`src/rtl/divider_if.sv`:
```
// divider_if: request/response bundle between the execute stage and the divider.
//   start       request a divide (sampled on the rising clock edge)
//   signed_div  1 = signed (DIV), 0 = unsigned (DIVU); sampled with start
//   operand_a   dividend; sampled with start
//   operand_b   divisor; sampled with start
//   cancel      pipeline flush; annuls the operation in flight
//   busy        operation in progress
//   ready       one-cycle pulse marking valid results
//   result_hi   remainder (register hi)
//   result_lo   quotient (register lo)
// master drives the request side; slave is the divider.
interface divider_if #(
    parameter int unsigned WIDTH = 32
);
    logic             start;
    logic             signed_div;
    logic [WIDTH-1:0] operand_a;
    logic [WIDTH-1:0] operand_b;
    logic             cancel;
    logic             busy;
    logic             ready;
    logic [WIDTH-1:0] result_hi;
    logic [WIDTH-1:0] result_lo;

    modport master (
        output start, signed_div, operand_a, operand_b, cancel,
        input  busy, ready, result_hi, result_lo
    );

    modport slave (
        input  start, signed_div, operand_a, operand_b, cancel,
        output busy, ready, result_hi, result_lo
    );
endinterface

```
`src/rtl/divider.sv`:
```
// divider: multi-cycle restoring divider for DIV / DIVU.
//   clock  rising-edge clock for all state
//   reset  synchronous, active-high; clears state and all datapath registers
//   bus    divider_if.slave: start/signed_div/operand_a/operand_b/cancel in,
//          busy/ready/result_hi (remainder)/result_lo (quotient) out
// A nonzero divide takes 32 shift-subtract steps on magnitudes; a zero divisor
// takes a two-cycle shortcut (lo = all ones, hi = dividend). Only WIDTH = 32
// is supported (6-bit step counter).
module divider #(
    parameter int unsigned WIDTH = 32
) (
    input  logic     clock,
    input  logic     reset,
    divider_if.slave bus
);
    typedef enum logic [1:0] {
        IDLE,
        BUSY,
        ZERO,
        DONE
    } state_t;

    localparam logic [5:0] LAST_STEP = 6'(WIDTH - 1);

    state_t           state;
    state_t           state_next;

    logic [5:0]       count;
    logic [WIDTH-1:0] quo;        // dividend shifting out, quotient shifting in
    logic [WIDTH-1:0] rem;        // partial remainder
    logic [WIDTH-1:0] divisor;
    logic             neg_quo;
    logic             neg_rem;
    logic [WIDTH-1:0] result_hi;
    logic [WIDTH-1:0] result_lo;

    logic             accept;
    logic             divisor_zero;
    logic             a_neg;
    logic             b_neg;
    logic [WIDTH-1:0] abs_a;
    logic [WIDTH-1:0] abs_b;

    logic [WIDTH:0]   step_partial;
    logic [WIDTH:0]   step_diff;
    logic             step_bit;
    logic [WIDTH-1:0] step_rem;
    logic [WIDTH-1:0] step_quo;
    logic [WIDTH-1:0] final_quo;
    logic [WIDTH-1:0] final_rem;

    // Request decode and operand magnitudes.
    always_comb begin
        accept       = bus.start && !bus.cancel;
        divisor_zero = (bus.operand_b == '0);
        a_neg        = bus.signed_div && bus.operand_a[WIDTH-1];
        b_neg        = bus.signed_div && bus.operand_b[WIDTH-1];
        abs_a        = a_neg ? -bus.operand_a : bus.operand_a;
        abs_b        = b_neg ? -bus.operand_b : bus.operand_b;
    end

    // One restoring step. The partial remainder is always below twice the
    // divisor, so bit WIDTH of the 33-bit difference is a clean sign bit.
    always_comb begin
        step_partial = {rem, quo[WIDTH-1]};
        step_diff    = step_partial - {1'b0, divisor};
        step_bit     = ~step_diff[WIDTH];
        step_rem     = step_bit ? step_diff[WIDTH-1:0] : step_partial[WIDTH-1:0];
        step_quo     = {quo[WIDTH-2:0], step_bit};
        // Sign fix-up is folded into the final step so the corrected results
        // are already registered while the machine sits in DONE.
        final_quo    = neg_quo ? -step_quo : step_quo;
        final_rem    = neg_rem ? -step_rem : step_rem;
    end

    // State register.
    always_ff @(posedge clock) begin
        if (reset) begin
            state <= IDLE;
        end else begin
            state <= state_next;
        end
    end

    // Next-state decode.
    always_comb begin
        state_next = state;
        case (state)
            IDLE: begin
                if (accept) begin
                    state_next = divisor_zero ? ZERO : BUSY;
                end
            end
            BUSY: begin
                if (bus.cancel) begin
                    state_next = IDLE;
                end else if (count == LAST_STEP) begin
                    state_next = DONE;
                end
            end
            ZERO: begin
                state_next = bus.cancel ? IDLE : DONE;
            end
            DONE: begin
                state_next = IDLE;
            end
            default: begin
                state_next = IDLE;
            end
        endcase
    end

    // Datapath. Results are written only on the edge that enters DONE.
    always_ff @(posedge clock) begin
        if (reset) begin
            count     <= '0;
            quo       <= '0;
            rem       <= '0;
            divisor   <= '0;
            neg_quo   <= 1'b0;
            neg_rem   <= 1'b0;
            result_hi <= '0;
            result_lo <= '0;
        end else begin
            case (state)
                IDLE: begin
                    if (accept) begin
                        count   <= '0;
                        rem     <= '0;
                        divisor <= abs_b;
                        neg_quo <= a_neg ^ b_neg;
                        neg_rem <= a_neg;
                        // The zero-divisor path reports the raw dividend.
                        quo     <= divisor_zero ? bus.operand_a : abs_a;
                    end
                end
                BUSY: begin
                    if (!bus.cancel) begin
                        rem   <= step_rem;
                        quo   <= step_quo;
                        count <= count + 6'd1;
                        if (count == LAST_STEP) begin
                            result_lo <= final_quo;
                            result_hi <= final_rem;
                        end
                    end
                end
                ZERO: begin
                    if (!bus.cancel) begin
                        result_lo <= '1;
                        result_hi <= quo;
                    end
                end
                default: begin
                end
            endcase
        end
    end

    // Outputs.
    always_comb begin
        bus.busy      = (state != IDLE);
        bus.ready     = (state == DONE) && !bus.cancel;
        bus.result_hi = result_hi;
        bus.result_lo = result_lo;
    end
endmodule

```
`src/flat_wrapper.sv`:
```
// flat-port wrapper written by rule: the top's interface ports become plain ports
module divider_flat 
#(
    parameter int unsigned WIDTH = 32
)
  (clock, reset, bus_start, bus_signed_div, bus_operand_a, bus_operand_b, bus_cancel, bus_busy, bus_ready, bus_result_hi, bus_result_lo);
  divider_if #(.WIDTH(WIDTH)) bus_i ();
  input  logic clock;
  input  logic reset;
  input wire logic [$bits(bus_i.start)-1:0] bus_start;
  input wire logic [$bits(bus_i.signed_div)-1:0] bus_signed_div;
  input wire logic [$bits(bus_i.operand_a)-1:0] bus_operand_a;
  input wire logic [$bits(bus_i.operand_b)-1:0] bus_operand_b;
  input wire logic [$bits(bus_i.cancel)-1:0] bus_cancel;
  output wire logic [$bits(bus_i.busy)-1:0] bus_busy;
  output wire logic [$bits(bus_i.ready)-1:0] bus_ready;
  output wire logic [$bits(bus_i.result_hi)-1:0] bus_result_hi;
  output wire logic [$bits(bus_i.result_lo)-1:0] bus_result_lo;
  assign bus_i.start = bus_start;
  assign bus_i.signed_div = bus_signed_div;
  assign bus_i.operand_a = bus_operand_a;
  assign bus_i.operand_b = bus_operand_b;
  assign bus_i.cancel = bus_cancel;
  assign bus_busy = bus_i.busy;
  assign bus_ready = bus_i.ready;
  assign bus_result_hi = bus_i.result_hi;
  assign bus_result_lo = bus_i.result_lo;
  divider #(.WIDTH(WIDTH)) u_core (.clock(clock), .reset(reset), .bus(bus_i));
endmodule
```
`config.mk`:
```
export PLATFORM = sky130hd
export DESIGN_NAME = divider_flat
export DESIGN_NICKNAME = d
export VERILOG_FILES = /design/src/rtl/divider_if.sv /design/src/rtl/divider.sv /design/src/flat_wrapper.sv
export SDC_FILE = /design/constraint.sdc
export NUM_CORES = 1
export LEC_CHECK = 0
export ABC_AREA = 0
export BUFFER_PORTS_ARGS = -buffer_cell sky130_fd_sc_hd__buf_2
export CAP_MARGIN = 20
export CORE_UTILIZATION = 50
export CTS_CLUSTER_DIAMETER = 50
export DETAILED_ROUTE_END_ITERATION = 8
export GPL_TIMING_DRIVEN = 0
export PLACE_DENSITY = 0.7
export SYNTH_ARGS = -nofsm -noshare
export SYNTH_HDL_FRONTEND = slang
export SYNTH_SLANG_ARGS = --single-unit
```
`constraint.sdc`:
```
create_clock -name clock -period 5.4 [get_ports clock]
set_input_delay 0.81 -clock clock [delete_from_list [all_inputs] [get_ports clock]]
set_output_delay 0.81 -clock clock [all_outputs]
set_load 0.02 [all_outputs]
```
Yosys cells after proc, flatten, opt, wreduce, memory -nomap -nowiden

Index checks and enable logic that the tools add are counted.

Register bits after elaboration: 170
Bits of input ports: 69
Output and inout port bits: 66

Add/subtract/negate cells: 6
Equal/unequal tests: 9
Muxes and demuxes: 29
Bitwise gates (word level): 2
Reduce and logical (&&, ||, !) cells: 14

Operators with widths:

| cell                                                                    | count |
|---|---|
| 32-bit two-way mux                                                      | 16 |
| 32-bit case mux with 2 select lines                                     | 4 |
| 32-bit negation                                                         | 4 |
| 33-bit by 32-bit subtractor with 33-bit output                          | 1 |
| 32-bit zero test                                                        | 1 |
| 6-bit two-way mux                                                       | 2 |
| 6-bit case mux with 2 select lines                                      | 1 |
| 2-bit two-way mux                                                       | 5 |
| 2-bit case mux with 4 select lines                                      | 1 |
| 6-bit by 1-bit adder with 6-bit output, second input constant           | 1 |
| 6-bit by 5-bit == test with 1-bit output, second input constant         | 1 |
| 2-bit nonzero test                                                      | 3 |
| 2-bit == test, second input constant                                    | 2 |
| 1-bit logical AND                                                       | 4 |
| 2-bit by 1-bit inequality test with 1-bit output, second input constant | 2 |
| 2-bit inequality test, second input constant                            | 2 |
| 2-bit AND reduction                                                     | 2 |
| 4-bit AND reduction                                                     | 1 |
| 3-bit by 2-bit inequality test with 1-bit output, second input constant | 1 |
| 3-bit AND reduction                                                     | 1 |
| 2-bit by 1-bit == test with 1-bit output, second input constant         | 1 |
| 2-bit zero test                                                         | 1 |
| 1-bit zero test                                                         | 1 |
| 1-bit inverter                                                          | 1 |
| 1-bit bitwise XOR                                                       | 1 |

Logic depth before layout (Yosys ltp)

Gate-level depths: netlist of the first run.

Depth in word-level cells: 7
Gate-level depth with buffers: 23
Gate-level depth less buffers: 20

Worst setup path before layout of the first run

Ideal clock, no wire load.

Path kind: register to register
Start: register u_core.quo[31]
End: register u_core.result_hi[28], in the netlist u_core.bus.result_hi[28]
Setup time: 0.131 ns
Arrival: 4.570 ns
Slack: 0.700 ns
Stages on the path, launching flop included: 23
Path buffers: 3
Period minus slack after synthesis: 4.700 ns
Cell sequence: dfxtp_1 > inv_1 > ha_1 > fa_1 > nand2b_1 > a21o_1 > buf_6 > a211oi_2 > o211ai_1 > o211a_1 > inv_2 > clkbuf_1 > buf_1 > o21ai_0 > inv_1 > ha_1 > or4b_1 > nor3_1 > a31o_2 > nand3_1 > o31ai_1 > xor2_1 > o22ai_1

Cells in the longest elaborated chain, start to end: 7

Ends and longest elaborated chain:

| what                                           | line           | source |
|---|---|---|
| from (decl)                                    | divider.sv:29  | `logic [WIDTH-1:0] quo;` |
| from (signal assigned)                         | divider.sv:134 | `quo <= divisor_zero ? bus.operand_a : abs_a;` |
| from (signal assigned)                         | divider.sv:140 | `quo <= step_quo;` |
| 33-bit by 32-bit subtractor with 33-bit output | divider.sv:66  | `step_diff = step_partial - {1'b0, divisor};` |
| 32-bit two-way mux (*)                         | divider.sv:68  | `step_rem = step_bit ? step_diff[WIDTH-1:0] : step_partial[WIDTH-1:0];` |
| 32-bit negation                                | divider.sv:73  | `final_rem = neg_rem ? -step_rem : step_rem;` |
| 32-bit two-way mux (*)                         | divider.sv:73  |  |
| 32-bit two-way mux (*)                         | divider.sv:142 | `if (count == LAST_STEP) begin` |
| 32-bit two-way mux (*)                         | divider.sv:138 | `if (!bus.cancel) begin` |
| 32-bit case mux with 2 select lines (*)        | divider.sv:125 | `case (state)` |
| to (signal assigned)                           | divider.sv:144 | `result_hi <= final_rem;` |
| to (signal assigned)                           | divider.sv:151 | `result_hi <= quo;` |
| to (decl)                                      | divider.sv:34  | `logic [WIDTH-1:0] result_hi;` |

Mark *: on every way between the ends. The rest lies on a longest branch, timed or not. The select of a mux whose other input is x is not followed.
A chain may end at the register's enable or synchronous reset.

Worst setup path after layout of the first run

Start: register u_core.quo[31]
End: register u_core.result_hi[26], in the netlist u_core.bus.result_hi[26]

The elaborated chain is that of the path after synthesis.

==> results, run 1 <==
- The worst path meets setup with 0.1909 ns of slack.
- The clock latency at the later pin of the worst-skew pair is 0.45 ns.
- Summed over all nets, the half-perimeter wirelength after detailed placement is 34620 um.
- After synthesis, the cell types taking the most area are sky130_fd_sc_hd__dfxtp_1, sky130_fd_sc_hd__nand2_1, sky130_fd_sc_hd__a21oi_1.
- The number of buffers inserted by hold repair at cts is 0.
- The worst clock skew is 0.01437 ns.
- The synthesized netlist occupies a cell area of 0.01219 mm^2.
- The worst min-delay path category is flip-flop to flip-flop.
- The share of async-settable or async-resettable flops after synthesis is 0%.
- The overall power consumption is 6.844 mW.
- The instance area after placement is 0.01325 mm^2.
- The dominant combinational cell family by area after synthesis is compound AO/OA/AOI/OAI gates.
- The maximum level of the CTS H-tree is 4.
- The synthesis warning total is 0.
- The die is 158.1 um wide.
- The die boundary height is 158.1 um.
- Of all nets on the critical path, the largest fanout is 10.
- STA classifies the critical path startpoint as a flip-flop.
- The worst register-to-register path has a depth of 21.
- The count of clock tree sinks is 170.
- TritonCTS created 17 clock buffers.
- In this run the register-to-register setup slack is 0.19 ns.
- The floorplan has 56 rows.
- Setup violations remaining at the end of the flow were counted as 0.
- The number of global-route vias before repair came to 11.94k.
- Measured against its own limit, the worst slew margin works out to 32.16%.
- The per-cell routed wire length is 20.46 um.
- The count of state elements after synthesis is 170.
- The analysis attributes to cell leakage a power of 5.393 nW.
- After clock tree synthesis, the clock-pin slew on the worst setup and hold paths is 0.07 ns.
- On the critical path, the stage with the largest delay is an instance of sky130_fd_sc_hd__or4b_4.
- The global router's overall resource usage is 35.20%.
- The worst hold path cell count is 2.
- The family with the most delay on the worst path is compound AO/OA/AOI/OAI gates.
- After layout, the worst path uses 96.47% of the clock period.
- 135 I/O pins were placed.
- The count of TritonRoute iterations in the first routing pass is 8.
- The predominant post-synthesis flop cell is sky130_fd_sc_hd__dfxtp_1.
- In the final layout, the share of cells above drive strength 1 is 11.78%.
- The transition time at the pin with the least slew margin is 1.014 ns.
- Routability-driven placement finished with a final weighted congestion of 1.001.
- The capturing element type of the critical path is a flip-flop.
- The maximum number of pins on one net before global-route repair is 20.
- In this run the worst setup path begins at u_core.quo[31].
- The number of nets in the final layout is 1931.
- The number of antenna violations at the first check in global routing is 0.
- The floorplan core area is 0.02368 mm^2.
- On the final layout, the worst hold slack is 0.4584 ns.
- Once detail routing completed, the nets flagged for antenna violations numbered 0.
- The worst endpoint data arrival time is 5.48 ns.
- The per-cell via count in the routed design is 6.117.
- Together, buffers and inverters on the worst path number 5.
- Of the post-synthesis cell area, the dominant cell type holds 27.93%.
- The peak per-stage delay on the critical path is 0.51 ns.
- Clock tree synthesis selected as its root buffer the cell sky130_fd_sc_hd__clkbuf_16.
- The number of violations reported at the end of detailed-routing iteration 0 is 1395.
- The area growth from synthesis to layout is 14.07%.
- The fraction of the mapped netlist area in compound gates is 28.17%.
- The final hold violation count is 0.
- Once placement completed, the tool counted placed cells totaling 2121.
- The number of antenna diodes in the final layout is 0.
- Excluding fillers, the count of instances in the completed layout stands at 2152.
- The critical path in this run is classified as flip-flop to flip-flop.
- The initial utilization of the core area, before any placement, comes to 51.45%.
- The number of pins with negative max-slew slack in the final report is 0.
- The post-route cell area is 0.01390 mm^2.
- The routed layout has 13.16k vias.
- The cell area power density is 492.4 mW/mm^2.
- The synthesized instance count is 1669.
- The count of input and output buffers is 133.
- The flow ran to the end, and the final reports show no timing, DRC or antenna violations.
- The critical path goes through inv_1, ha_1, fa_1, nand2b_1, a21o_1, buf_6, a211oi_4, o21a_1, o211a_1, inv_4, clkbuf_8, buf_4, a21oi_2, ha_2, or4b_4, nor3_4, a31o_2, nand3_2, o21ai_1, xor2_1, a221oi_1.
- The per-instance average area after synthesis is 7.301 um^2.
- TritonCTS built the clock tree.
- The capturing point of the worst reg2reg path is u_core.bus.result_hi[26].
- Of the synthesized area, sequential elements account for 27.93%.
- The routed design could run at a clock period as short as 5.209 ns.
- After synthesis, the share of cell area in mux cells is 2.156%.
- After detailed routing, the total wire length is 44020 um.
- The synthesized-area fraction occupied by adder cells is 4.374%.
- The maximum operating frequency is 0.1920 GHz.
- The max-capacitance violation count is 0.
- The clock tree buffer depth is 2.
- The global-route wire length before repair is 66830 um.
- The capture endpoint of the worst hold path is u_core.divisor[31].
- Synthesis produced a netlist with a net count of 1780.
- The xor-xnor portion of the synthesized cell area is 9.056%.
- The worst setup timing slack at the placement stage is -0.8474 ns.
- The maximum resistive drop on vdd is 0.2239 mV.
- The dominant cell type by area after synthesis is sky130_fd_sc_hd__dfxtp_1.
- The total global routing overflow is 0.
- The startpoint identified for the worst hold timing path is u_core.divisor[31].
- After Yosys synthesis, and, or, nand and nor cells account for 22.78% of the synthesized area.
- In this run the critical register-to-register path is launched from u_core.quo[31].
- The number of synthesized flops with an enable pin is 0.
- At the worst endpoint, the required time is 5.68 ns.
- The number of remaining DRC errors is 0.
- The floorplan die area is 0.02500 mm^2.
- The unique cell type count in the Yosys netlist is 87.
## power breakdown
| group | switching [mW] | total (mW) | internal [mW] |
|---|---|---|---|
| registers | 0.254 | 1.77 | 1.52 |
| clock network | 0.591 | 1.21 | 0.621 |
| logic | 2.61 | 3.86 | 1.25 |
| total | 3.46 | 6.84 | 3.39 |
## cell type report
class,count,area (um^2)
repair buffers,133,665.6
flip-flops and latches,170,3403
multi-input cells,1323,8173
clock buffers,18,439.2
well taps,319,399.1
plain buffers,119,476.7
clock inverters,14,130.1
fillers,2399,9783
inverters,56,212.7
## sequential cells by signal (all words and copies together) (netlist names)
name / count
u_core.divisor: 32
u_core.quo: 32
u_core.state: 2
u_core.count: 6
u_core.bus.result_hi: 32
u_core.rem: 32
u_core.neg_rem: 1
u_core.bus.result_lo: 32
u_core.neg_quo: 1
## cell families after synthesis
logic type                 count (synthesis)
adders and majority gates                 42
buffers and inverters                    176
xor gates and xnor gates                 126
muxes                                     25
DFF                                      170
and+or+nand+nor                          593
AOI/OAI and AO/OA                        537
## placed cells by master (no fill, tap or decap), types with 10 or more instances in the layout
cell and n:
sky130_fd_sc_hd__nand2_1 218, sky130_fd_sc_hd__dfxtp_1 170, sky130_fd_sc_hd__nor2_1 158, sky130_fd_sc_hd__a21oi_1 141
sky130_fd_sc_hd__buf_2 137, sky130_fd_sc_hd__o21ai_0 135, sky130_fd_sc_hd__clkbuf_1 102, sky130_fd_sc_hd__xor2_1 73
sky130_fd_sc_hd__inv_1 55, sky130_fd_sc_hd__xnor2_1 53, sky130_fd_sc_hd__a211oi_1 40, sky130_fd_sc_hd__ha_1 38
sky130_fd_sc_hd__nor3_1 36, sky130_fd_sc_hd__nand3_1 32, sky130_fd_sc_hd__a22oi_1 28, sky130_fd_sc_hd__a31oi_1 21
sky130_fd_sc_hd__o31ai_1 21, sky130_fd_sc_hd__or3_1 19, sky130_fd_sc_hd__nand4_1 17, sky130_fd_sc_hd__nor4_1 17
sky130_fd_sc_hd__clkbuf_16 17, sky130_fd_sc_hd__a21o_1 16, sky130_fd_sc_hd__or4_1 16, sky130_fd_sc_hd__mux2i_1 15
sky130_fd_sc_hd__a311oi_1 14, sky130_fd_sc_hd__o41ai_1 14, sky130_fd_sc_hd__o211ai_1 12, sky130_fd_sc_hd__nor2b_1 12
sky130_fd_sc_hd__and3_1 12, sky130_fd_sc_hd__nand2b_1 11, sky130_fd_sc_hd__o22ai_1 11, sky130_fd_sc_hd__mux2_2 10
## metal layers
layer,vias up,global-route usage [%],routed length (um)
li1,6345,-,-
met1,6194,48.56,19820
met2,562,53.03,19100
met3,62,9.992,4354
met4,0,9.844,755
met5,-,0,0
## worst max path at each step
| stage | to | cells past startpoint | slack, ns |
|---|---|---|---|
| after floorplan | u_core.bus.result_hi[28] | 22 | 0.70 |
| after global placement | u_core.bus.result_hi[26] | 22 | -0.76 |
| after detailed placement | u_core.bus.result_hi[26] | 22 | -0.85 |
| after CTS | u_core.bus.result_hi[26] | 20 | 0.03 |
| after global routing | u_core.bus.result_hi[22] | 23 | -0.02 |
| final | u_core.bus.result_hi[26] | 21 | 0.19 |
## cell usage after synthesis, types with 6 or more instances
| cell type | instances |
|---|---|
| sky130_fd_sc_hd__a21o_1 | 16 |
| sky130_fd_sc_hd__or4_1 | 16 |
| sky130_fd_sc_hd__o22ai_1 | 11 |
| sky130_fd_sc_hd__and4_1 | 6 |
| sky130_fd_sc_hd__o21a_1 | 9 |
| sky130_fd_sc_hd__a31oi_1 | 22 |
| sky130_fd_sc_hd__buf_1 | 11 |
| sky130_fd_sc_hd__nand3_1 | 33 |
| sky130_fd_sc_hd__mux2_2 | 10 |
| sky130_fd_sc_hd__a311oi_1 | 14 |
| sky130_fd_sc_hd__and2_1 | 8 |
| sky130_fd_sc_hd__nor4_1 | 18 |
| sky130_fd_sc_hd__o31ai_1 | 23 |
| sky130_fd_sc_hd__inv_1 | 55 |
| sky130_fd_sc_hd__nor2b_1 | 12 |
| sky130_fd_sc_hd__xor2_1 | 73 |
| sky130_fd_sc_hd__and3_1 | 12 |
| sky130_fd_sc_hd__clkbuf_1 | 103 |
| sky130_fd_sc_hd__o21ai_0 | 138 |
| sky130_fd_sc_hd__mux2i_1 | 15 |
| sky130_fd_sc_hd__a21oi_1 | 143 |
| sky130_fd_sc_hd__nor3_1 | 37 |
| sky130_fd_sc_hd__o21ai_1 | 6 |
| sky130_fd_sc_hd__a22oi_1 | 28 |
| sky130_fd_sc_hd__nand2_1 | 218 |
| sky130_fd_sc_hd__xnor2_1 | 53 |
| sky130_fd_sc_hd__nor2_1 | 158 |
| sky130_fd_sc_hd__o211ai_1 | 12 |
| sky130_fd_sc_hd__nand4_1 | 17 |
| sky130_fd_sc_hd__dfxtp_1 | 170 |
| sky130_fd_sc_hd__nand2b_1 | 11 |
| sky130_fd_sc_hd__nand3b_1 | 8 |
| sky130_fd_sc_hd__or3_1 | 19 |
| sky130_fd_sc_hd__ha_1 | 41 |
| sky130_fd_sc_hd__o41ai_1 | 14 |
| sky130_fd_sc_hd__a211oi_1 | 40 |
## worst min-delay path: cells and delay by family (launching register included)
kind               cells  cell delay [ns]
AOI/OAI and AO/OA      1             0.05
and+or+nand+nor        1             0.05
DFF                    1             0.31
## timing repair
item / in CTS / in global routing
endpoints found under the setup margin: 12 / 9
gates resized for setup: 9 / 15
endpoints found under the hold margin: 0 / 0
pin swaps: 0 / 1
setup buffers: 0 / 0
## metrics by stage
step,util (%),setup TNS (ns)
2_1_floorplan,-,0
3_3_place_gp,55.95,-6.302
3_5_place_dp,55.95,-7.349
4_1_cts,58.47,0
5_1_grt,58.69,-0.03789
6_report,58.69,0
Power figures use the tool's default switching activity.
==> inputs of run 2 (changes only) <==
--- a/config.mk
+++ b/config.mk
@@ -12,7 +12,7 @@
 export CTS_CLUSTER_DIAMETER = 50
 export DETAILED_ROUTE_END_ITERATION = 8
 export GPL_TIMING_DRIVEN = 0
-export PLACE_DENSITY = 0.7
+export PLACE_DENSITY_LB_ADDON = 0.3
 export SYNTH_ARGS = -nofsm -noshare
 export SYNTH_HDL_FRONTEND = slang
 export SYNTH_SLANG_ARGS = --single-unit
==> constraint.sdc (replaced) <==
create_clock -name clock -period 4.6 [get_ports clock]
set_input_delay 0.69 -clock clock [delete_from_list [all_inputs] [get_ports clock]]
set_output_delay 0.69 -clock clock [all_outputs]
set_load 0.02 [all_outputs]
==> results, run 2 (synthesized netlist as in run 1, its figures left out) <==
- The flow ran to the end, and the final reports show no timing, DRC or antenna violations.
- The clock latency at the later pin of the worst-skew pair is 0.44 ns (about the same).
- The number of nets in the final layout was 1930 (-0.052%).
- The transition time at the pin with the least slew margin is 1.041 ns (+0.02764 ns).
- The clock tree from TritonCTS is done.
- The number of cells on the worst reg-to-reg path came to 19 (-9.5%).
- The maximum operating frequency is 0.2222 GHz (+16%).
- The instance area after placement is 0.01325 mm^2 (about the same).
- The number of global-route vias before repair is 12.21k (+2.2%).
- The post-route cell area is 0.01416 mm^2 (+1.9%).
- The cell area power density is 583.6 mW/mm^2 (+19%).
- The detailed placer's ending HPWL is 34340 um (-0.81%).
- The remaining number of nets flagged by the antenna check after routing is 0 (unchanged).
- The count of clock tree sinks is 170 (unchanged).
- The minimum clock period is 4.501 ns (-0.7085 ns).
- The number of buffers inserted by hold repair at cts was 0 (unchanged).
- The standard-cell row count is 56 (unchanged).
- The maximum resistive drop on vdd came to 0.2645 mV (+18%).
- The number of ports placed on the die boundary is 135 (unchanged).
- The worst setup timing slack at the placement stage came to -1.161 ns (-0.3131 ns).
- The number of pins with negative max-slew slack in the final report was 0 (unchanged).
- The required time of the worst setup path was 4.89 ns (-0.79 ns).
- The floorplan core area is 0.02368 mm^2 (unchanged).
- The total wire length is 44300 um (+0.63%).
- The per-cell routed wire length is 20.60 um (+0.68%).
- The per-cell via count in the routed design came to 6.253 (+2.2%).
- The minimum hold slack is 0.4652 ns (+0.006836 ns).
- The count of TritonRoute iterations in the first routing pass was 6 (-2).
- The top cell types in the final layout, fill and taps aside, are sky130_fd_sc_hd__nand2_1, sky130_fd_sc_hd__dfxtp_1, sky130_fd_sc_hd__nor2_1.
- The antenna diode instance count came to 0 (unchanged).
- The worst endpoint data arrival time is 4.79 ns (-0.69 ns).
- The number of buffers inserted during clock tree synthesis was 17 (unchanged).
- The tightest min-delay check is of the flip-flop to flip-flop type.
- The global router's overall resource usage is 35.20% (about the same).
- The post-route fraction of the period consumed by the critical path is 97.84% (+1.4 points).
- The max-capacitance violation count is 0 (unchanged).
- The cell occurring most often along the worst timing path is sky130_fd_sc_hd__ha_4.
- The headroom to the max-slew limit is 30.31% (-1.8 points).
- The x dimension of the die is 158.1 um (unchanged).
- Walking the worst path, the cells encountered are inv_2, ha_4, a21oi_4, o21ai_2, a221o_1, or3_1, o211a_4, inv_4, buf_12, nor2_1, a21oi_2, ha_4, or4b_4, nor3_4, a31o_4, nand3_4, o31ai_4, xor2_1, o22ai_1.
- The area growth from synthesis to layout is 16.18%.
- The critical path's slowest cell is sky130_fd_sc_hd__or4b_4.
- The setup slack of the worst register-to-register path was 0.1 ns (-0.09 ns).
- In this run the critical register-to-register path is captured at u_core.bus.result_hi[30].
- The worst clock skew is 0.01517 ns (+0.0007977 ns).
- The maximum number of pins on one net before global-route repair is 19 (-5.0%).
- The number of antenna violations at the first check in global routing is 0 (unchanged).
- The global-route wire length before repair was 67240 um (+0.62%).
- The peak per-stage delay on the critical path is 0.49 ns (-0.02 ns).
- The count of input and output buffers is 133 (unchanged).
- The capturing element type of the critical path is a flip-flop.
- The die boundary height is 158.1 um (unchanged).
- The final worst-path setup slack was 0.09934 ns (-0.09152 ns).
- The post-CTS clock slew at the launch and capture registers of the worst setup and hold paths came to 0.07 ns (about the same).
- The total global routing overflow was 0 (unchanged).
- The final weighted congestion of routability-driven global placement is 0.9946 (-0.64%).
- The floorplan die area came to 0.02500 mm^2 (unchanged).
- Following the worst setup path forward leads to its endpoint at u_core.bus.result_hi[30].
- The total negative slack is 0 ns (unchanged).
- The launch point of the critical path is u_core.divisor[27].
- The via total after detailed routing is 13.45k (+2.2%).
- The number of failing setup endpoints in the final timing report came to 0 (unchanged).
- The tree is rooted in a sky130_fd_sc_hd__clkbuf_16.
- The critical path launch point type is a flip-flop.
- The number of remaining DRC errors was 0 (unchanged).
- The maximum level of the CTS H-tree is 4 (unchanged).
- The clock tree buffer depth is 2 (unchanged).
- The initial core utilization is 51.45% (unchanged).
- The final hold violation count is 0 (unchanged).
- The number of violations reported at the end of detailed-routing iteration 0 is 1470 (+5.4%).
- The share of layout cells above drive strength 1 is 14.19% (+2.4 points).
- Leaving out fill and tap cells, the most frequent cell in the layout is sky130_fd_sc_hd__nand2_1.
- The standby leakage power is 5.461 nW (+1.3%).
- The launch instance of the worst register-to-register path is u_core.divisor[27].
- The category of the critical setup timing path is flip-flop to flip-flop.
- The maximum net fanout on the critical path was 7 (-3).
- Setup repair after global routing could not meet its margin everywhere.
[run 2: final cells by class]
type	instances	area [um^2]
fill	2288	9525
multi-input combinational	1323	8362
sequential	170	3411
timing repair buffer	144	748.2
buffer	107	447.9
clock buffer	18	429.2
tap	319	399.1
inverter	56	212.7
clock inverter	14	147.6
[run 2: how the worst min path moves through the flow]
| stage | from | endpoint | slack, ns | cells after the start |
|---|---|---|---|---|
| after global placement | u_core.divisor[31] | u_core.divisor[31] | 0.44 | 2 |
| after global routing | u_core.divisor[31] | u_core.divisor[31] | 0.50 | 2 |
| final | u_core.divisor[22] | u_core.divisor[22] | 0.47 | 2 |
| after floorplan | u_core.divisor[18] | u_core.divisor[18] | 0.43 | 2 |
| after CTS | u_core.divisor[31] | u_core.divisor[31] | 0.46 | 2 |
| after detailed placement | u_core.divisor[31] | u_core.divisor[31] | 0.45 | 2 |
[run 2: worst max-delay path, delay by kind of cell, from the launching register on]
| family | cells | cell delay, ns |
|---|---|---|
| adder cells (fa/ha/maj) | 2 | 0.46 |
| buffers and inverters | 3 | 0.30 |
| AO/OA/AOI/OAI | 8 | 1.74 |
| XOR/XNOR | 1 | 0.19 |
| flip-flops | 1 | 0.34 |
| AND/OR/NAND/NOR | 5 | 1.31 |
[run 2: what timing repair did]
action	in CTS	in global routing
endpoints found under the setup margin	18	17
buffers inserted	6	5
gates resized for setup	53	27
endpoints found under the hold margin	0	0
pin swaps	10	8
[run 2: power by group]
group          switching [mW]  internal, mW
Combinational            3.16          1.59
Clock                   0.703         0.726
Sequential              0.297          1.78
Total                    4.16          4.10
[run 2: per-layer routing]
| metal | vias up | track usage [%] | part of all wire (%) |
|---|---|---|---|
| met5 | - | 0 | 0 |
| met2 | 672 | 52.78 | 43 |
| met4 | 0 | 11.36 | 3.0 |
| li1 | 6353 | - | - |
| met1 | 6318 | 49.87 | 43 |
| met3 | 107 | 7.282 | 11 |
[run 2: stage by stage]
step / total power, mW / util, % / cells
after floorplan: 5.025 / - / 1669
after global placement: 6.348 / 55.96 / 2121
after detailed placement: 6.398 / 55.96 / 2121
after CTS: 8.012 / 59.39 / 2155
after global routing: 8.710 / 59.78 / 2151
final: 8.262 / 59.78 / 2151
==> inputs of run 3 (changes only) <==
--- a/config.mk
+++ b/config.mk
@@ -12,6 +12,7 @@
 export CTS_CLUSTER_DIAMETER = 50
 export DETAILED_ROUTE_END_ITERATION = 8
 export GPL_TIMING_DRIVEN = 0
+export MAX_ROUTING_LAYER = met4
 export PLACE_DENSITY_LB_ADDON = 0.3
 export SYNTH_ARGS = -nofsm -noshare
 export SYNTH_HDL_FRONTEND = slang
==> results, run 3 (synthesized netlist as in run 1, its figures left out) <==
- The floorplan die area is 0.02500 mm^2 (unchanged).
- The number of antenna violations at the first check in global routing was 0 (unchanged).
- The standby leakage power is 5.581 nW (+2.2%).
- The total wire length is 44920 um (+1.4%).
- The antenna diode instance count is 0 (unchanged).
- The maximum operating frequency is 0.2189 GHz (-1.5%).
- The number of failing setup endpoints in the final timing report came to 0 (unchanged).
- The maximum net fanout on the critical path is 12 (+5).
- The floorplan core area is 0.02368 mm^2 (unchanged).
- STA classifies the critical path endpoint as a flip-flop.
- Leaving out fill and tap cells, the most frequent cells in the layout are sky130_fd_sc_hd__nand2_1, sky130_fd_sc_hd__dfxtp_1, sky130_fd_sc_hd__nor2_1.
- The max-capacitance violation count is 0 (unchanged).
- The worst clock skew is 0.01332 ns (-0.001849 ns).
- The number of remaining DRC errors was 5 (+5).
- The final reports fail on DRC.
- The post-CTS clock slew at the launch and capture registers of the worst setup and hold paths is 0.07 ns (about the same).
- The total global routing overflow is 0 (unchanged).
- The peak per-stage delay on the critical path is 0.50 ns (about the same).
- The die boundary height was 158.1 um (unchanged).
- The clock latency at the later pin of the worst-skew pair is 0.44 ns (about the same).
- The remaining number of nets flagged by the antenna check after routing was 0 (unchanged).
- The switching portion of total power is 49.58% (-0.76 points).
- The share of layout cells above drive strength 1 is 15.59% (+1.4 points).
- The count of input and output buffers is 133 (unchanged).
- The cell area power density was 586.5 mW/mm^2 (+0.50%).
- The minimum clock period is 4.568 ns (+0.06722 ns).
- The logic gate share of total power is 58.4% (+0.9 points).
- The count of TritonRoute iterations in the first routing pass was 9 (+3).
- The standard-cell row count came to 56 (unchanged).
- The global-route wire length before repair came to 67570 um (+0.49%).
- The number of buffers inserted by hold repair at cts is 0 (unchanged).
- The part of the total power dissipated in the clock network is 16.8% (-0.5 points).
- The required time of the worst setup path is 4.89 ns (about the same).
- The run finished, with violations left.
- The maximum resistive drop on vdd is 0.2613 mV (-1.2%).
- Relative to the synthesized area, the layout overhead comes to 18.08%.
- The largest individual stage delay along the critical path comes from the cell sky130_fd_sc_hd__or4b_4.
- The maximum level of the CTS H-tree came to 4 (unchanged).
- Clock tree synthesis selected as its root buffer the cell sky130_fd_sc_hd__clkbuf_16.
- The kind of cell with the highest combined delay along the critical path is simple AND/OR/NAND/NOR gates.
- The initial core utilization is 51.45% (unchanged).
- The per-cell routed wire length came to 20.67 um (+0.37%).
- The number of placed cells counting well taps came to 2121 (unchanged).
- The critical path launch point type is a flip-flop.
- The x dimension of the die is 158.1 um (unchanged).
- The number of violations reported at the end of detailed-routing iteration 0 was 1683 (+14%).
- The count of buffering cells on the critical path with inverters included came to 3 (unchanged).
- The internal power is 4.255 mW (+3.7%).
- The critical path is of the flip-flop to flip-flop type.
- The number of global-route vias before repair was 12.23k (+0.18%).
- Walking the worst path, the cells encountered are inv_1, ha_4, and4_1, a221o_1, or3_1, o211a_1, inv_4, buf_12, nor2_1, a21oi_4, ha_4, or4b_4, nor3_4, a31o_4, nand3_4, o31ai_4, xor2_1, o22ai_1.
- The detailed placer's ending HPWL was 34420 um (+0.26%).
- The number of cells on the worst reg-to-reg path is 18 (-1).
- The post-route fraction of the period consumed by the critical path is 99.30% (+1.5 points).
- The headroom to the max-slew limit was 28.68% (-1.6 points).
- The number of nets in the final layout was 1952 (+1.1%).
- The maximum number of pins on one net before global-route repair is 17 (-2).
- The per-cell via count in the routed design is 6.336 (+1.3%).
- The number of buffers inserted during clock tree synthesis is 17 (unchanged).
- The transition time at the pin with the least slew margin is 1.066 ns (+0.02441 ns).
- The critical path depth is 18 (-1).
- The core occupancy in the finished layout is 60.76% (+0.98 points).
- The clock tree buffer depth is 2 (unchanged).
- The total net switching power is 4.184 mW (+0.61%).
- Leaving out fill and tap cells, the most frequent cell in the layout is sky130_fd_sc_hd__nand2_1.
- The number of ports placed on the die boundary is 135 (unchanged).
- The worst endpoint data arrival time was 4.86 ns (+0.07 ns).
- The final non-filler cell total is 2173 (+1.0%).
- The part of the power in registers was 24.8% (-0.4 points).
- TritonCTS built the clock tree.
- The worst hold path cell count was 2 (unchanged).
- The number of pins with negative max-slew slack in the final report was 0 (unchanged).
- The worst min-delay path category is flip-flop to flip-flop.
- The via total after detailed routing came to 13.77k (+2.4%).
- The count of clock tree sinks was 170 (unchanged).
- The global router's overall resource usage is 36.41% (+1.2 points).
- The cell occurring most often along the worst timing path is sky130_fd_sc_hd__ha_4.
- The final weighted congestion of routability-driven global placement was 1.017 (+2.3%).
- The final hold violation count is 0 (unchanged).
## run 3: cell type report
class,instances,area [um^2]
clock inverter,12,116.4
timing repair buffer,167,928.4
clock buffer,20,446.7
multi-input combinational,1323,8417
tap,319,399.1
buffer,106,450.4
sequential,170,3416
inverter,56,215.2
fill,2266,9294
## run 3: through the flow
stage               hold WS, ns  instance area (um^2)  setup WS (ns)  total power, mW  TNS, ns
floorplan                0.4319                 12190        0.05571            5.025        0
global placement         0.4395                 13250         -1.147            6.357   -12.01
detailed placement       0.4451                 13250         -1.172            6.397   -12.18
CTS                      0.4631                 14120        0.02302            8.032        0
global route             0.5037                 14390       -0.09780            8.847  -0.3381
finish                   0.4660                 14390        0.03212            8.440        0
## run 3: layer usage
| metal | vias up | part of all wire (%) | wire [um] | global-route usage, % |
|---|---|---|---|---|
| met2 | 756 | 44 | 19850 | 53.63 |
| met3 | 112 | 10 | 4699 | 7.172 |
| li1 | 6398 | - | - | - |
| met1 | 6502 | 43 | 19220 | 49.35 |
| met4 | 0 | 2.5 | 1145 | 12.50 |
| met5 | - | 0 | 0 | - |
## run 3: tightest hold or removal path, cell delays in order (launching register included)
cell                      delay, ns
sky130_fd_sc_hd__dfxtp_1       0.31
sky130_fd_sc_hd__nand2_1       0.05
sky130_fd_sc_hd__a21oi_1       0.05
## run 3: power groups by stage
stage	Clock, mW	Sequential (mW)	Combinational (mW)
2_1_floorplan	0	2.19	2.84
3_3_place_gp	0	2.08	4.27
3_5_place_dp	0	2.09	4.31
4_1_cts	1.42	2.06	4.55
5_1_grt	1.47	2.11	5.27
6_report	1.42	2.09	4.93
## run 3: path summary, 6_finish.rpt
check                     startpoint                  endpoint  slack [ns]
setup reg to reg  u_core.divisor[31]  u_core.bus.result_hi[28]        0.03
hold / removal    u_core.divisor[18]        u_core.divisor[18]        0.47
setup / recovery  u_core.divisor[31]  u_core.bus.result_hi[28]        0.03
hold reg to reg   u_core.divisor[18]        u_core.divisor[18]        0.47
## run 3: what timing repair did
item / 4_1_cts / 5_1_grt
gates resized for setup: 57 / 38
setup endpoints to repair: 19 / 22
endpoints found under the hold margin: 0 / 0
gates cloned: 0 / 1
setup buffers: 14 / 20
pin swaps: 14 / 15
